**src/rtl/bus_arbiter_if.sv**
```systemverilog
// Console bus bundle between the two requesters, the arbiter and the two slaves.
interface bus_arbiter_if;
    logic        vsync;
    logic        m0_req;
    logic        m1_req;
    logic [11:0] m0_addr;
    logic [11:0] m1_addr;
    logic        m0_we;
    logic        m1_we;
    logic [7:0]  m0_wdata;
    logic [7:0]  m1_wdata;
    logic        m0_ack;
    logic        m1_ack;
    logic [7:0]  m0_rdata;
    logic [7:0]  m1_rdata;
    logic [11:0] bus_addr;
    logic [7:0]  bus_wdata;
    logic        tb_we;
    logic        tb_oe;
    logic        spr_we;
    logic        spr_oe;
    logic [7:0]  tb_rdata;
    logic [7:0]  spr_rdata;
    logic        busy;

    // Arbiter side
    modport slave (
        input  vsync, m0_req, m1_req, m0_addr, m1_addr, m0_we, m1_we,
               m0_wdata, m1_wdata, tb_rdata, spr_rdata,
        output m0_ack, m1_ack, m0_rdata, m1_rdata, bus_addr, bus_wdata,
               tb_we, tb_oe, spr_we, spr_oe, busy
    );

    // Requester / slave environment side
    modport master (
        output vsync, m0_req, m1_req, m0_addr, m1_addr, m0_we, m1_we,
               m0_wdata, m1_wdata, tb_rdata, spr_rdata,
        input  m0_ack, m1_ack, m0_rdata, m1_rdata, bus_addr, bus_wdata,
               tb_we, tb_oe, spr_we, spr_oe, busy
    );
endinterface

```
**src/rtl/bus_arbiter.sv**
```systemverilog
// Two-master arbiter and page decoder for the 12-bit console bus.
// Fixed 3-cycle transactions; round-robin with an m1-priority window after vsync.
module bus_arbiter #(
    parameter int unsigned VBLANK_CYCLES = 256,
    parameter logic [3:0]  TB_PAGE       = 4'h4,
    parameter logic [3:0]  SPR_PAGE      = 4'h5
) (
    input  logic           clk,
    input  logic           reset,
    bus_arbiter_if.slave   bus
);
    localparam int unsigned VB_W = 16;
    localparam int unsigned AW   = 12;
    localparam int unsigned DW   = 8;

    typedef enum logic [1:0] {
        IDLE   = 2'd0,
        ACCESS = 2'd1,
        RESP   = 2'd2
    } state_t;

    state_t          state;
    logic [VB_W-1:0] vb_cnt;
    logic            vsync_q;
    logic            last_grant;
    logic            owner;
    logic            we_q;
    logic            sel_tb;
    logic            sel_spr;
    logic [DW-1:0]   hold0;
    logic [DW-1:0]   hold1;

    logic            req_any_c;
    logic            win_c;
    logic [AW-1:0]   win_addr_c;
    logic            win_we_c;
    logic [DW-1:0]   win_wdata_c;
    logic            win_tb_c;
    logic            win_spr_c;
    logic [DW-1:0]   resp_data_c;

    // Winner selection from the current requests and window state
    always_comb begin
        req_any_c = bus.m0_req | bus.m1_req;
        if ((vb_cnt != '0) && bus.m1_req) begin
            win_c = 1'b1;
        end else if (bus.m0_req && !bus.m1_req) begin
            win_c = 1'b0;
        end else if (bus.m1_req && !bus.m0_req) begin
            win_c = 1'b1;
        end else begin
            win_c = ~last_grant;
        end
        win_addr_c  = win_c ? bus.m1_addr  : bus.m0_addr;
        win_we_c    = win_c ? bus.m1_we    : bus.m0_we;
        win_wdata_c = win_c ? bus.m1_wdata : bus.m0_wdata;
        win_tb_c    = (win_addr_c[11:8] == TB_PAGE);
        win_spr_c   = (win_addr_c[11:8] == SPR_PAGE);
    end

    // Completion data: writes return 0, unmapped reads return all ones
    always_comb begin
        if (we_q) begin
            resp_data_c = 8'h00;
        end else if (sel_tb) begin
            resp_data_c = bus.tb_rdata;
        end else if (sel_spr) begin
            resp_data_c = bus.spr_rdata;
        end else begin
            resp_data_c = 8'hFF;
        end
    end

    // Slave read data arrives in RESP, so the owner sees it directly then and the held copy afterwards
    assign bus.m0_rdata = ((state == RESP) && !owner) ? resp_data_c : hold0;
    assign bus.m1_rdata = ((state == RESP) &&  owner) ? resp_data_c : hold1;

    // Vblank priority window: loads on each vsync rising edge, counts down to zero
    always_ff @(posedge clk) begin
        if (reset) begin
            vsync_q <= 1'b1;
            vb_cnt  <= '0;
        end else begin
            vsync_q <= bus.vsync;
            if (bus.vsync && !vsync_q) begin
                vb_cnt <= VB_W'(VBLANK_CYCLES);
            end else if (vb_cnt != '0) begin
                vb_cnt <= vb_cnt - VB_W'(1);
            end
        end
    end

    // Transaction FSM: IDLE grants, ACCESS strobes the slave, RESP acks the owner
    always_ff @(posedge clk) begin
        if (reset) begin
            state       <= IDLE;
            bus.bus_addr  <= '0;
            bus.bus_wdata <= '0;
            bus.tb_we   <= 1'b0;
            bus.tb_oe   <= 1'b0;
            bus.spr_we  <= 1'b0;
            bus.spr_oe  <= 1'b0;
            bus.m0_ack  <= 1'b0;
            bus.m1_ack  <= 1'b0;
            bus.busy    <= 1'b0;
            last_grant  <= 1'b1;
            owner       <= 1'b0;
            we_q        <= 1'b0;
            sel_tb      <= 1'b0;
            sel_spr     <= 1'b0;
            hold0       <= '0;
            hold1       <= '0;
        end else begin
            case (state)
                IDLE: begin
                    if (req_any_c) begin
                        owner         <= win_c;
                        last_grant    <= win_c;
                        bus.bus_addr  <= win_addr_c;
                        bus.bus_wdata <= win_wdata_c;
                        we_q          <= win_we_c;
                        sel_tb        <= win_tb_c;
                        sel_spr       <= win_spr_c;
                        bus.tb_we     <= win_tb_c  &  win_we_c;
                        bus.tb_oe     <= win_tb_c  & ~win_we_c;
                        bus.spr_we    <= win_spr_c &  win_we_c;
                        bus.spr_oe    <= win_spr_c & ~win_we_c;
                        bus.busy      <= 1'b1;
                        state         <= ACCESS;
                    end
                end
                ACCESS: begin
                    bus.tb_we  <= 1'b0;
                    bus.tb_oe  <= 1'b0;
                    bus.spr_we <= 1'b0;
                    bus.spr_oe <= 1'b0;
                    bus.m0_ack <= ~owner;
                    bus.m1_ack <= owner;
                    state      <= RESP;
                end
                RESP: begin
                    bus.m0_ack <= 1'b0;
                    bus.m1_ack <= 1'b0;
                    bus.busy   <= 1'b0;
                    if (owner) begin
                        hold1 <= resp_data_c;
                    end else begin
                        hold0 <= resp_data_c;
                    end
                    state <= IDLE;
                end
                default: begin
                    state <= IDLE;
                end
            endcase
        end
    end
endmodule

```
**src/flat_wrapper.sv**
```systemverilog
// flat-port wrapper written by rule: the top's interface ports become plain ports
module bus_arbiter_flat 
#(
    parameter int unsigned VBLANK_CYCLES = 256,
    parameter logic [3:0]  TB_PAGE       = 4'h4,
    parameter logic [3:0]  SPR_PAGE      = 4'h5
)
  (clk, reset, bus_vsync, bus_m0_req, bus_m1_req, bus_m0_addr, bus_m1_addr, bus_m0_we, bus_m1_we, bus_m0_wdata, bus_m1_wdata, bus_tb_rdata, bus_spr_rdata, bus_m0_ack, bus_m1_ack, bus_m0_rdata, bus_m1_rdata, bus_bus_addr, bus_bus_wdata, bus_tb_we, bus_tb_oe, bus_spr_we, bus_spr_oe, bus_busy);
  bus_arbiter_if bus_i ();
  input  logic clk;
  input  logic reset;
  input wire logic [$bits(bus_i.vsync)-1:0] bus_vsync;
  input wire logic [$bits(bus_i.m0_req)-1:0] bus_m0_req;
  input wire logic [$bits(bus_i.m1_req)-1:0] bus_m1_req;
  input wire logic [$bits(bus_i.m0_addr)-1:0] bus_m0_addr;
  input wire logic [$bits(bus_i.m1_addr)-1:0] bus_m1_addr;
  input wire logic [$bits(bus_i.m0_we)-1:0] bus_m0_we;
  input wire logic [$bits(bus_i.m1_we)-1:0] bus_m1_we;
  input wire logic [$bits(bus_i.m0_wdata)-1:0] bus_m0_wdata;
  input wire logic [$bits(bus_i.m1_wdata)-1:0] bus_m1_wdata;
  input wire logic [$bits(bus_i.tb_rdata)-1:0] bus_tb_rdata;
  input wire logic [$bits(bus_i.spr_rdata)-1:0] bus_spr_rdata;
  output wire logic [$bits(bus_i.m0_ack)-1:0] bus_m0_ack;
  output wire logic [$bits(bus_i.m1_ack)-1:0] bus_m1_ack;
  output wire logic [$bits(bus_i.m0_rdata)-1:0] bus_m0_rdata;
  output wire logic [$bits(bus_i.m1_rdata)-1:0] bus_m1_rdata;
  output wire logic [$bits(bus_i.bus_addr)-1:0] bus_bus_addr;
  output wire logic [$bits(bus_i.bus_wdata)-1:0] bus_bus_wdata;
  output wire logic [$bits(bus_i.tb_we)-1:0] bus_tb_we;
  output wire logic [$bits(bus_i.tb_oe)-1:0] bus_tb_oe;
  output wire logic [$bits(bus_i.spr_we)-1:0] bus_spr_we;
  output wire logic [$bits(bus_i.spr_oe)-1:0] bus_spr_oe;
  output wire logic [$bits(bus_i.busy)-1:0] bus_busy;
  assign bus_i.vsync = bus_vsync;
  assign bus_i.m0_req = bus_m0_req;
  assign bus_i.m1_req = bus_m1_req;
  assign bus_i.m0_addr = bus_m0_addr;
  assign bus_i.m1_addr = bus_m1_addr;
  assign bus_i.m0_we = bus_m0_we;
  assign bus_i.m1_we = bus_m1_we;
  assign bus_i.m0_wdata = bus_m0_wdata;
  assign bus_i.m1_wdata = bus_m1_wdata;
  assign bus_i.tb_rdata = bus_tb_rdata;
  assign bus_i.spr_rdata = bus_spr_rdata;
  assign bus_m0_ack = bus_i.m0_ack;
  assign bus_m1_ack = bus_i.m1_ack;
  assign bus_m0_rdata = bus_i.m0_rdata;
  assign bus_m1_rdata = bus_i.m1_rdata;
  assign bus_bus_addr = bus_i.bus_addr;
  assign bus_bus_wdata = bus_i.bus_wdata;
  assign bus_tb_we = bus_i.tb_we;
  assign bus_tb_oe = bus_i.tb_oe;
  assign bus_spr_we = bus_i.spr_we;
  assign bus_spr_oe = bus_i.spr_oe;
  assign bus_busy = bus_i.busy;
  bus_arbiter #(.VBLANK_CYCLES(VBLANK_CYCLES), .TB_PAGE(TB_PAGE), .SPR_PAGE(SPR_PAGE)) u_core (.clk(clk), .reset(reset), .bus(bus_i));
endmodule
```
**config.mk**
```make
export PLATFORM = sky130hd
export DESIGN_NAME = bus_arbiter_flat
export DESIGN_NICKNAME = d
export VERILOG_FILES = /design/src/rtl/bus_arbiter_if.sv /design/src/rtl/bus_arbiter.sv /design/src/flat_wrapper.sv
export SDC_FILE = /design/constraint.sdc
export NUM_CORES = 1
export LEC_CHECK = 0
export ABC_AREA = 1
export BUFFER_PORTS_ARGS = -buffer_cell sky130_fd_sc_hd__buf_2
export CAP_MARGIN = 20
export CORE_MARGIN = 10
export CORE_UTILIZATION = 30
export DETAILED_ROUTE_END_ITERATION = 6
export GPL_TIMING_DRIVEN = 0
export PLACE_DENSITY = 0.53
export SLEW_MARGIN = 10
export SYNTH_ARGS = -nofsm -noshare
export SYNTH_HDL_FRONTEND = slang
export SYNTH_SLANG_ARGS = --single-unit
```
**constraint.sdc**
```tcl
create_clock -name clk -period 2.4 [get_ports clk]
set_input_delay 0.6 -clock clk [delete_from_list [all_inputs] [get_ports clk]]
set_output_delay 0.6 -clock clk [all_outputs]
set_load 0.005 [all_outputs]
```
==> impl_metrics.yaml, run 1 <==
final_layout:
  drive_above_1_share: 0.264
  fin_cells: 734
  final_common_cell: "nand2_1"
  finish.instance_area_mm2: 0.00424
  area_growth_pct: 27.7
  utilization: 0.391
  nets: 659
  n_antenna_cell: 0
  layout_common_cells: "nand2_1 (145), buf_2 (107), dfxtp_1 (67), inv_1 (50), a21oi_1 (37)"
routing:
  drtIter0Drc: 174
  viasPerCell: 4.46
  drc: 0
  drt-pass1-iter-count: 4
  drtAntennaViolNets: 0
  vias: 3275
  wl_per_cell_um: 13.4
  wl_um: 9840
floorplanning:
  ioPinCount: 106
  rows: 38
  dieWidth_um: 125
  coreArea_mm2: 0.0108
  fp.dieH_um: 125
  initial_core_util: 0.306
  die_area_mm2: 0.0157
worst_setup_path:
  cp_slowest_cell: "dfxtp_1"
  start_kind: "register"
  path_class: "reg2out"
  critPathCaptureType: "output port"
  cp_cell_sequence: "inv_1 -> ha_4 -> inv_1 -> nor2_4 -> buf_12 -> nand2_1 -> nand2_1 -> buf_2"
  required_ps: 1800
  crit_family: "buffers and inverters"
  crit_arrival_ps: 1620
  critPathMaxStageDelay_ps: 310
  crit_buf_inv: 4
  critPathMaxFanout: 7
power_and_ir_drop:
  ir_worst_vdd_mv: 0.566
  p_leak_nw: 2.20
  fin_total_pwr_mw: 4.19
  power.density_mw_per_mm2: 988
synth:
  avgSynthCellArea_um2: 7.01
  syn_area_mm2: 0.00332
  ys_seq_area_frac: 0.404
  syn_nets: 543
  syn_inst: 474
  yosysUniqueCellTypes: 34
  synthFlopType: "dfxtp_1"
  synth_async_sr_flop_share: 0
  synth-edff-count: 0
  ys_ff_latch: 67
  yosysWarnings: 0
run_status:
  status: "finished, final reports clean"
sta:
  fin_crit_ps: 2220
  worstMarginPinSlew_ps: 537
  max_clock_freq_mhz: 451
  hold_viol: 0
  maxSlewViolCount: 0
  hold_ws_ps: 437
  fin_skew_ps: 9.26
  rsz0062_at_grt: "false"
  setup_ws_ps: 181
  finalSetupViolCount: 0
  max_slew_margin: 0.642
  fin_setup_tns_ps: 0
  period_share: 0.925
place:
  gp_congestion: 0.801
  port_buffers: 104
  placed_area_mm2: 0.00402
  place_ws_ps: 47.8
  placedCellCount: 718
  dp_hpwl_um: 7890
clock_tree:
  cts_made_buffers: 9
  clk_pin_slew_ps: 70
  clk_root_buffer_cell: "clkbuf_8"
  clock_latency_ps: 340
  clock_sinks: 67
  cts_tree: "built"
  cts_buffer_depth: 2
  h-tree-depth: 3
flow_run:
  maxCapViolCount: 0
global_routing:
  antenna_found_initial: 0
  grt_pass1_wl_um: 16200
  track_usage: 0.124
  grt_max_degree: 11
  gr-total-overflow: 0
  grt_pass1_vias: 3312
hold_path:
  hold_class: "in2reg"
-- kinds of logic (layout without fill, tap and decap cells) --
kind of cell	count (synthesis)	count (layout)	share of synthesized area
buffers and inverters	70	190	0.0836
and+or+nand+nor	240	240	0.313
AOI/OAI and AO/OA	81	81	0.150
DFF	67	67	0.404
xor gates and xnor gates	9	9	0.0237
adders and majority gates	7	7	0.0256
-- flip-flops by register name, summed over array words and instances (netlist names), 2 cells and up --
signal / cells
u_core.bus.bus_addr: 12
u_core.bus.bus_wdata: 8
u_core.hold0: 8
u_core.hold1: 8
u_core.state: 2
u_core.vb_cnt: 16
-- timing repair --
item	4_1_cts	5_1_grt
hold buffers	0	0
pin swaps	0	1
setup buffers	0	1
endpoints found under the setup margin	16	16
resized for setup	4	7
-- final timing paths --
path	endpoint	depth (start not counted)	startpoint	slack (ps)
setup / recovery	bus_m0_rdata[7]	8	u_core.state[0]	180
hold / removal	u_core.vsync_q	3	bus_vsync	440
setup reg to reg	u_core.bus.tb_we	15	u_core.vb_cnt[0]	430
hold reg to reg	u_core.bus.m1_ack	2	u_core.bus.m1_ack	470
-- cells in the mapped netlist, types with 2 or more instances --
master	n	share of area
nand2_1	146	0.16
dfxtp_1	67	0.40
inv_1	52	0.059
a21oi_1	37	0.056
nor2_1	37	0.042
nand3_1	30	0.045
o211ai_1	20	0.045
clkbuf_1	9	0.010
o21ai_0	8	0.012
o21bai_1	8	0.018
nand2_2	7	0.013
nor2_2	7	0.013
ha_1	6	0.023
xnor2_1	5	0.013
a21oi_2	4	0.011
nor2_4	4	0.014
xor2_1	4	0.011
buf_2	3	0.0045
a211oi_1	2	0.0045
buf_1	2	0.0023
nor3_1	2	0.0030
or2_2	2	0.0038
-- power by group --
group | internal [mW] | switching, mW | total [mW]
Combinational | 0.710 | 1.10 | 1.81
Sequential | 1.33 | 0.183 | 1.51
Clock | 0.452 | 0.418 | 0.870
Total | 2.49 | 1.70 | 4.19
-- tightest hold or removal path, delay by kind of cell --
family	cells	cell delay (ps)
buffers and inverters	2	110
AND/OR/NAND/NOR	1	40
-- cell type report --
type                       count  area (µm²)
clock buffer                  13         169
buffer                        16        78.8
clock inverter                 2        10.0
tap                          140         175
fill                        1178        6600
multi-input combinational    337        1730
sequential                    67        1340
inverter                      54         203
timing repair buffer         105         541
-- metal layers --
metal	up-vias	routed length, µm	global-route usage
met1	1455	4450	0.149
met5	-	0	0
met3	10	518	0.0439
li1	1747	-	-
met4	0	165	0.0393
met2	63	4700	0.203
Note: power is estimated with default switching activity, not from simulation.
==> run 2, diff against run 1 <==
--- a/config.mk
+++ b/config.mk
@@ -9,10 +9,10 @@
 export BUFFER_PORTS_ARGS = -buffer_cell sky130_fd_sc_hd__buf_2
 export CAP_MARGIN = 20
 export CORE_MARGIN = 10
-export CORE_UTILIZATION = 30
+export CORE_UTILIZATION = 50
 export DETAILED_ROUTE_END_ITERATION = 6
 export GPL_TIMING_DRIVEN = 0
-export PLACE_DENSITY = 0.53
+export PLACE_DENSITY = 0.8
 export SLEW_MARGIN = 10
 export SYNTH_ARGS = -nofsm -noshare
 export SYNTH_HDL_FRONTEND = slang
==> impl_metrics.yaml, run 2 (synthesis results as in run 1) <==
run_status:
  status: "finished, final reports clean"
power_and_ir_drop:
  power_frac_seq: 0.346
  fin_total_pwr_mw: 4.37
  pwr-share-comb: 0.414
  ir_worst_vdd_mv: 0.542
  swShare: 0.400
  power.density_mw_per_mm2: 1040
  p_leak_nw: 2.21
  cell_internal_pwr_mw: 2.62
  p_sw_mw: 1.75
  clock_power_share: 0.239
final_layout:
  largest_reg_flops: 16
  finish.instance_area_mm2: 0.00418
  n_antenna_cell: 0
  area_growth_pct: 26.0
  nets: 660
  final_common_cell: "nand2_1"
  drive_above_1_share: 0.267
  top_regs: "u_core.vb_cnt x16, u_core.bus.bus_addr x12"
  largest-register: "u_core.vb_cnt"
  layout_common_cells: "nand2_1 (145), buf_2 (107), dfxtp_1 (67), inv_1 (50), a21oi_1 (37)"
sta:
  hold_ws_ps: 429
  fin_setup_tns_ps: 0
  setup_ws_ps: 93.7
  period_share: 0.961
  max_slew_margin: 0.660
  maxSlewViolCount: 0
  worstMarginPinSlew_ps: 507
  rsz0062_at_grt: "false"
  fin_skew_ps: 7.62
  finalSetupViolCount: 0
  hold_viol: 0
  max_clock_freq_mhz: 434
  fin_crit_ps: 2310
global_routing:
  antenna_found_initial: 0
  track_usage: 0.174
  gr-total-overflow: 0
  grt_pass1_wl_um: 14800
  grt_max_degree: 13
  grt_pass1_vias: 3480
floorplanning:
  coreArea_mm2: 0.00639
  rows: 29
  dieWidth_um: 102
  ioPinCount: 106
  die_area_mm2: 0.0103
  initial_core_util: 0.520
  fp.dieH_um: 102
routing:
  route.top_layer_used: "met4"
  vias: 3383
  m1WireLength_um: 3910
  wl_um: 9140
  wl_per_cell_um: 13.6
  drc: 0
  route.met2.wl_um: 4300
  drtIter0Drc: 144
  drt-pass1-iter-count: 7
  drtAntennaViolNets: 0
  viasPerCell: 5.03
  dr_wl_met3_um: 824
worst_setup_path:
  crit_arrival_ps: 1710
  cp_cell_sequence: "clkbuf_2 -> nand2_1 -> a21oi_1 -> nand2_1 -> nand2_1 -> buf_2"
  start_kind: "register"
  crit_family: "flip-flops"
  critPathMostFrequentCell: "nand2_1"
  path_class: "reg2out"
  cp_slowest_cell: "dfxtp_1"
  crit_buf_inv: 2
  required_ps: 1800
  critPathMaxStageDelay_ps: 460
  critPathMaxFanout: 10
  critPathCaptureType: "output port"
clock_tree:
  cts_buffer_depth: 2
  h-tree-depth: 3
  cts_made_buffers: 9
  clk_root_buffer_cell: "clkbuf_8"
  cts_tree: "built"
  clk_pin_slew_ps: 70
  clock_latency_ps: 350
  clock_sinks: 67
hold_path:
  hold_class: "in2reg"
place:
  dp_hpwl_um: 7150
  placed_area_mm2: 0.00394
  place_ws_ps: -1.74
  gp_congestion: 0.938
  port_buffers: 104
flow_run:
  maxCapViolCount: 0
[run 2: metrics by stage]
stage               utilization  cells
floorplan                     -    474
global placement          0.617    655
detailed placement        0.617    655
CTS                       0.652    671
global route              0.655    673
finish                    0.655    673
[run 2: final cells by class]
| class | count | area [µm²] |
|---|---|---|
| Clock buffer | 10 | 128 |
| Sequential cell | 67 | 1340 |
| Buffer | 16 | 76.3 |
| Timing Repair Buffer | 106 | 536 |
| Fill cell | 559 | 2200 |
| Tap cell | 77 | 96.3 |
| Clock inverter | 6 | 88.8 |
| Inverter | 54 | 203 |
| Multi-Input combinational cell | 337 | 1720 |
[run 2: metal layers]
layer | global-route usage | vias up
li1 | - | 1747
met1 | 0.193 | 1524
met2 | 0.281 | 99
met3 | 0.0742 | 13
met4 | 0.0857 | 0
met5 | 0 | -
[run 2: worst paths after layout]
| kind | slack, ps | startpoint | endpoint | cells after the start |
|---|---|---|---|---|
| min reg2reg | 470 | u_core.bus.m1_ack | u_core.bus.m1_ack | 2 |
| min | 430 | bus_vsync | u_core.vsync_q | 3 |
| max | 90 | u_core.sel_tb | bus_m1_rdata[3] | 6 |
| max reg2reg | 410 | u_core.vb_cnt[0] | u_core.bus.spr_we | 15 |
[run 2: what timing repair did]
action | 4_1_cts | 5_1_grt
buffers inserted | 0 | 2
hold buffers | 0 | 0
setup endpoints to repair | 12 | 15
gates resized for setup | 5 | 2
pin swaps | 0 | 1
endpoints found under the hold margin | 0 | 0
[run 2: power by group through the flow]
stage,combinational [mW],clock [mW],sequential [mW]
after CTS,1.81,1.06,1.51
after global placement,1.75,0,1.52
after floorplan,1.35,0,1.50
after global routing,2.07,1.09,1.54
final,1.81,1.05,1.51
after detailed placement,1.79,0,1.53
[run 2: worst reg2reg max path: cells and delay by family (launching register included)]
family | cells | cell delay (ps)
and+or+nand+nor | 10 | 950
DFF | 1 | 340
buffers and inverters | 3 | 330
adders and majority gates | 1 | 200
AOI/OAI and AO/OA | 1 | 120
